$ cat src/rtl/multi_combiner.sv
// multi_combiner: N independent per-channel FIFOs whose heads are joined into one
// N*WIDTH-bit word and presented through a single registered output stage.
module multi_combiner #(
    parameter int    N     = 2,
    parameter int    WIDTH = 4,
    parameter int    DEPTH = 2,
    parameter string BURST = "yes"
) (
    input  logic                         iCLK,
    input  logic                         iRST,
    input  logic [N-1:0]                 iValid_AM,
    output logic [N-1:0]                 oReady_AM,
    input  logic [N*WIDTH-1:0]           iData_AM,
    output logic                         oValid_BM,
    input  logic                         iReady_BM,
    output logic [N*WIDTH-1:0]           oData_BM,
    output logic [N*$clog2(DEPTH+1)-1:0] oLevel_AM
);

    localparam int PtrW      = $clog2(DEPTH);
    localparam int LvlW      = $clog2(DEPTH + 1);
    localparam bit BurstMode = (BURST == "yes");

    logic [N-1:0]       full;
    logic [N-1:0]       notEmpty;
    logic [N-1:0]       push;
    logic [N*WIDTH-1:0] heads;
    logic               fire;

    // Ready depends only on occupancy and reset, never on valid or downstream ready.
    assign oReady_AM = {N{iRST}} & ~full;
    assign push      = iValid_AM & oReady_AM;

    // In non-burst mode the stage only reloads once it has been emptied, halving throughput.
    assign fire = (&notEmpty) && (!oValid_BM || (BurstMode && iReady_BM));

    for (genvar g = 0; g < N; g++) begin : gChan
        logic [WIDTH-1:0] mem [DEPTH];
        logic [PtrW-1:0]  rdPtr;
        logic [PtrW-1:0]  wrPtr;
        logic [LvlW-1:0]  level;

        assign full[g]                    = (level == LvlW'(DEPTH));
        assign notEmpty[g]                = (level != '0);
        assign heads[g*WIDTH +: WIDTH]    = mem[rdPtr];
        assign oLevel_AM[g*LvlW +: LvlW]  = level;

        always_ff @(posedge iCLK or negedge iRST) begin
            if (!iRST) begin
                rdPtr <= '0;
                wrPtr <= '0;
                level <= '0;
            end else begin
                if (push[g]) wrPtr <= wrPtr + PtrW'(1);
                if (fire)    rdPtr <= rdPtr + PtrW'(1);
                level <= level + LvlW'(push[g]) - LvlW'(fire);
            end
        end

        // NOTE: storage is deliberately not reset; the occupancy counter alone marks valid entries.
        always_ff @(posedge iCLK) begin
            if (push[g]) mem[wrPtr] <= iData_AM[g*WIDTH +: WIDTH];
        end
    end

    always_ff @(posedge iCLK or negedge iRST) begin
        if (!iRST) begin
            oValid_BM <= 1'b0;
            oData_BM  <= '0;
        end else if (fire) begin
            oValid_BM <= 1'b1;
            oData_BM  <= heads;
        end else if (iReady_BM) begin
            oValid_BM <= 1'b0;
        end
    end

endmodule

$ cat config.mk
export PLATFORM = sky130hd
export DESIGN_NAME = multi_combiner
export DESIGN_NICKNAME = d
export VERILOG_FILES = /design/src/rtl/multi_combiner.sv
export SDC_FILE = /design/constraint.sdc
export NUM_CORES = 1
export LEC_CHECK = 0
export ABC_CLOCK_PERIOD_IN_PS = 2800
export CORE_MARGIN = 3
export CORE_UTILIZATION = 34
export CTS_BUF_LIST = sky130_fd_sc_hd__clkbuf_4 sky130_fd_sc_hd__clkbuf_8 sky130_fd_sc_hd__clkbuf_16
export CTS_CLUSTER_SIZE = 8
export DETAILED_ROUTE_END_ITERATION = 10
export GPL_ROUTABILITY_DRIVEN = 0
export SYNTH_ARGS = -nofsm -noshare
export SYNTH_HDL_FRONTEND = slang
export SYNTH_SLANG_ARGS = --single-unit
export TNS_END_PERCENT = 30
$ cat constraint.sdc
create_clock -name iCLK -period 2.8 [get_ports iCLK]
set_input_delay 0.42 -clock iCLK [delete_from_list [all_inputs] [get_ports iCLK]]
set_output_delay 0.42 -clock iCLK [all_outputs]
set_load 0.02 [all_outputs]
Yosys cells after proc, flatten, opt, wreduce, memory -nomap -nowiden
Memory sizes are Yosys's and may differ from the RTL's. A register that Yosys moved wholly into a read port is not among the register bits. Cells that the tools add are included.

$mul: 0. Shifts and indexed selects: 0. Bitwise gates (word level): 3. Equality and inequality tests: 2. Reduce and logical (&&, ||, !) cells: 9. Order comparisons: 0. Muxes and demuxes: 6. Add/subtract/negate cells: 8. Div/mod/pow operators: 0.

Operator list (number): $mux 1 (6); $reduce_bool 2->1 (3); $add 1x1->1 const B (4); $add 2x1->2 (2); $and 2x2->2 (2); $eq 2x2->1 const B (2); $sub 2x1->2 (2); $logic_not 1->1 (3); $not 2->2 (1); $reduce_and 2->1 (1); $logic_and 1x1->1 (1); $logic_or 1x1->1 (1).

Bits in latches: 0. Output and inout bits: 15. Bits in read-only memories: 0. Memories: 2. Word-level logic and storage cells: 37. RAM bits: 16. Input bits: 13. Bits in registers: 9.

Memory list: gChan[0].mem (depth 2, width 4, read ports 1, clocked after Yosys merged registers in 1, wr ports 1, line 38) `logic [WIDTH-1:0] mem [DEPTH];`; gChan[1].mem (depth 2, width 4, read ports 1, clocked after Yosys merged registers in 1, wr ports 1, line 38).

Depth between registers and ports, before layout
Depth after elaboration: 6. Gate-level depth with buffers: 8. Depth with buffers taken out: 7.

Least setup slack after synthesis
No wires, ideal clock.

Path kind: register -> register. From: register gChan[0].level[0]. To: memory gChan[0].mem[1][0] (enable). Data arrival time: 1442 ps. Path buffers: 0. Period minus slack after synthesis: 1752 ps. Setup time: 310 ps. Slack: 1048 ps. Stages on the path, launching flop included: 4. Cell sequence: dfrtp_1 inv_1 a21boi_0 and3_1.

Cells in the longest elaborated chain, start to end: 6.

RTL lines: start: declaration (line 41) `logic [LvlW-1:0] level;`; start signal: assignment (line 56) `level <= level + LvlW'(push[g]) - LvlW'(fire);`; $eq 2x2->1 (line 43) `assign full[g] = (level == LvlW'(DEPTH));`; $not 2->2 (line 31) `assign oReady_AM = {N{iRST}} & ~full;`; $and 2x2->2 (line 31); via oReady_AM[0] (line 12) `output logic [N-1:0] oReady_AM,`; $and 2x2->2 (line 32) `assign push = iValid_AM & oReady_AM;`; $mux 1 (line 62) `if (push[g]) mem[wrPtr] <= iData_AM[g*WIDTH +: WIDTH];`; $mux 1 (not written as such) (line 62); end: declaration (line 38).

The timed path passes the listed nets, and every way through them passes these cells.

Worst setup path after layout
From: input iRST. To: output oReady_AM[1].

Cells in the longest elaborated chain, start to end: 1.

RTL lines: start: declaration (line 10) `input logic iRST,`; $and 2x2->2 (line 31); end: declaration (line 12).

No other way between the ends.

==> implementation parameters <==
Parameter                              Value

Outcome
  Outcome    finished clean

Setup path
  Kind of start point of the critical path    input pin
  Crit path cell chain    clkdlybuf4s50_1, a21boi_0, clkdlybuf4s50_1
  Worst Path Class, Setup    in -> out
  Kind of cell adding the most delay to the critical path    buffers and inverters
  Worst Path Max Fanout    6
  Endpoint type of the worst setup path    primary output
  Peak per-stage delay on the critical path    ~660 ps
  Critical path data required time    2380 ps
  Worst R2R Start    gChan[1].level[1]
  Worst reg-to-reg path cell count    7
  Slowest stage cell on the critical path    clkdlybuf4s50_1
  Most frequent CP cell    clkdlybuf4s50_1
  Data arrival at the endpoint of the critical path    between 2000 and 2500 ps
  Number of buffers and inverters on the critical path    2
  Critical path startpoint    iRST
  Number of cells on the critical path    3

Synth
  Most area-hungry cell type in the Yosys netlist    edfxtp_1
  Top-area cell type share of the netlist area    a little over a third
  Cell area after technology mapping    between 1000 and 1500 um^2
  Sequential cell area fraction in the yosys report    between 60% and 70%
  Number of cells produced by synthesis    just over 80
  Share of async-settable or async-resettable flops after synthesis    about half
  Number of warning messages in the yosys log    0
  Post-synthesis sequential element count    33
  Average cell area after synthesis    approximately 16 um^2
  Synthesized-area fraction occupied by ao, oa, aoi and oai cells    4.23%
  Xor and xnor fraction of the mapped netlist area    ~5.3%
  Post-synthesis simple-gate area fraction    under 10%
  Area contributors post-synth    edfxtp_1 36%, dfrtp_1 32%, mux2_2 14%
  EDFF count, synth    16
  Dominant combinational cell family by area after synthesis    multiplexers
  Most frequent cell after synthesis    dfrtp_1
  Nets in the synthesized netlist    100
  Adder-cell share of the synthesized area    around 3.8%
  Top cells by count, synth    17 x dfrtp_1, 16 x edfxtp_1, 16 x mux2_2
  Dominant synthesized flop cell    dfrtp_1
  Fraction of synthesized area in multiplexers    between 10 and 15%
  Number of unique standard cell types used by synthesis    15

Timing
  Setup slack after layout    approximately 350 ps
  Skew final    4.56 ps
  Slew Viols, Final    0
  Hold WS    380 ps
  Max transition margin    74.8%
  RSZ-0062 raised after global routing    false
  Highest achievable clock rate    a little over 400 MHz
  Period utilisation layout    a little under 90%
  Actual slew at the worst max-slew pin    between 300 and 400 ps
  Final setup violation count    0
  Fin Setup TNS    0 ps
  Final hold viol count    0
  Clock period minus final worst setup slack    around 2400 ps

Route
  Number of nets with antenna violations after detailed routing    0
  Detailed-routing iteration count for the pre-antenna-repair pass    4
  DRC violations left    0
  Average via count per standard cell    4.56
  Routed length per placed instance    ~14 um
  Via count    between 700 and 800
  Wire length reported by the detailed router    roughly 2.3 mm
  Drt initial violations    25

Layout
  Area of all placed cells without fillers    roughly 1800 um^2
  Fraction of final layout cells with drive strength greater than 1    23.5%
  Antenna diode count    0
  Layout overhead on the synthesized area    32.4%
  Final Net Count    ~140
  Fillcell total    350

Global route
  Largest net degree at the start of global routing    11
  Tot GR Track Use    between 10% and 20%
  First-pass GRT wire length    around 3.8 mm
  Global Route met2 Usage    between 10% and 20%
  Initial antenna violation count    0
  Number of global-route vias before repair    just over 800
  Met3 usage    about 4.2%
  Total congestion overflow    0
  Met1 Track Usage GR    between 10% and 20%
  Layer with the highest usage after global routing    met2

Clock network
  Number of buffers created by CTS    5
  Clock latency at the later pin of the worst-skew pair    280 ps
  Hold buffers post-CTS    0
  Clk buf depth    2
  Clock slew at the register clock pins of the worst setup and hold paths    ~60 ps
  Number of setup buffers added after CTS    0
  CTS Sinks    33
  CTS tree    done
  Resized Gates After CTS    0
  Number of levels the H-tree was split into    2
  Clock root buffer    clkbuf_8

Floorplanning
  Effective utilization at floorplan    ~36%
  Die outline area    4700 um^2
  Die outline width    around 69 um
  Core Rows    22
  DIE HEIGHT    about 69 um
  Number of I/O pins    28
  Core outline area    around 3700 um^2

Worst hold path
  Class of the tightest hold or removal check    in -> async

Power
  Leakage dissipation    roughly 0.00072 uW
  Power Dens Cells    1130 nW/um^2
  Worst IR drop on VDD    0.000389 V
  Total design power    around 2000 uW

Run
  Number of max-cap violations    0

Placed design
  Post-place setup slack    344 ps
  Post-DP HPWL    roughly 1.8 mm
  IO Port Bufs    27
  Cell Area, Placed    1670 um^2
final timing paths:
check,to,slack [ps]
worst max-delay path,oReady_AM[1],350
worst min-delay path,oData_BM[1],380
worst max register to register,gChan[1].level[1],1180
worst min register to register,gChan[0].wrPtr,490
max in group asynchronous,oData_BM[6],2000
min in group iCLK,gChan[0].wrPtr,490
cell type report:
cell class | instances | area [um^2] | area share [%]
Inverter | 10 | 37.5 | 2.13
Multi-Input combinational cell | 39 | 377 | 21.4
Timing Repair Buffer | 30 | 293 | 16.6
Tap cell | 48 | 60.1 | 3.41
Sequential cell | 33 | 906 | 51.4
Clock buffer | 7 | 90.1 | 5.11
where the power goes:
group          total (uW)  internal, uW  switching (uW)
clock                 361           204             156
sequential            807           679             129
combinational         824           450             374
cell usage in the layout, fill, tap and decap left out, types with 2 or more instances in the layout:
cell             synthesis  routed
nor2_1                   2       2
inv_1                   10      10
edfxtp_1                16      16
ha_1                     4       4
a21boi_0                 2       2
dfrtp_1                 17      17
xnor2_1                  6       6
mux2_2                  16      16
buf_4                    0       3
and3_1                   2       2
clkdlybuf4s50_1          0      27
clkbuf_8                 0       6
o211ai_1                 2       2
xor2_1                   2       2
kinds of logic after synthesis:
logic type | Yosys count
buffers and inverters | 11
AOI/OAI and AO/OA | 7
xor gates and xnor gates | 8
and+or+nand+nor | 4
DFF | 33
muxes | 16
adders and majority gates | 4
per-stage QoR:
step	util [%]	instances
after floorplan	-	83
after global placement	45.0	160
after detailed placement	45.0	160
after CTS	47.4	167
after global routing	47.4	167
final	47.4	167
per-layer routing:
metal / wire (um) / share of wire, %
met2: 1180 / 51
met1: 969 / 42
met3: 91 / 3.9
met4: 71 / 3.1
met5: 0 / 0
worst register-to-register path, stage by stage (launching register included):
cell and delay (ps):
dfrtp_1 440, o22ai_2 200, a21oi_2 80, ha_1 280, inv_1 40, ha_1 200
xnor2_1 170, xnor2_1 140
registers in the layout (all words and copies together), names as in the netlist:
signal,cells
gChan.mem,16
oData_BM,8
gChan.level,4
gChan.rdPtr,2
gChan.wrPtr,2
oValid_BM,1
(Power assumes the default switching activity.)
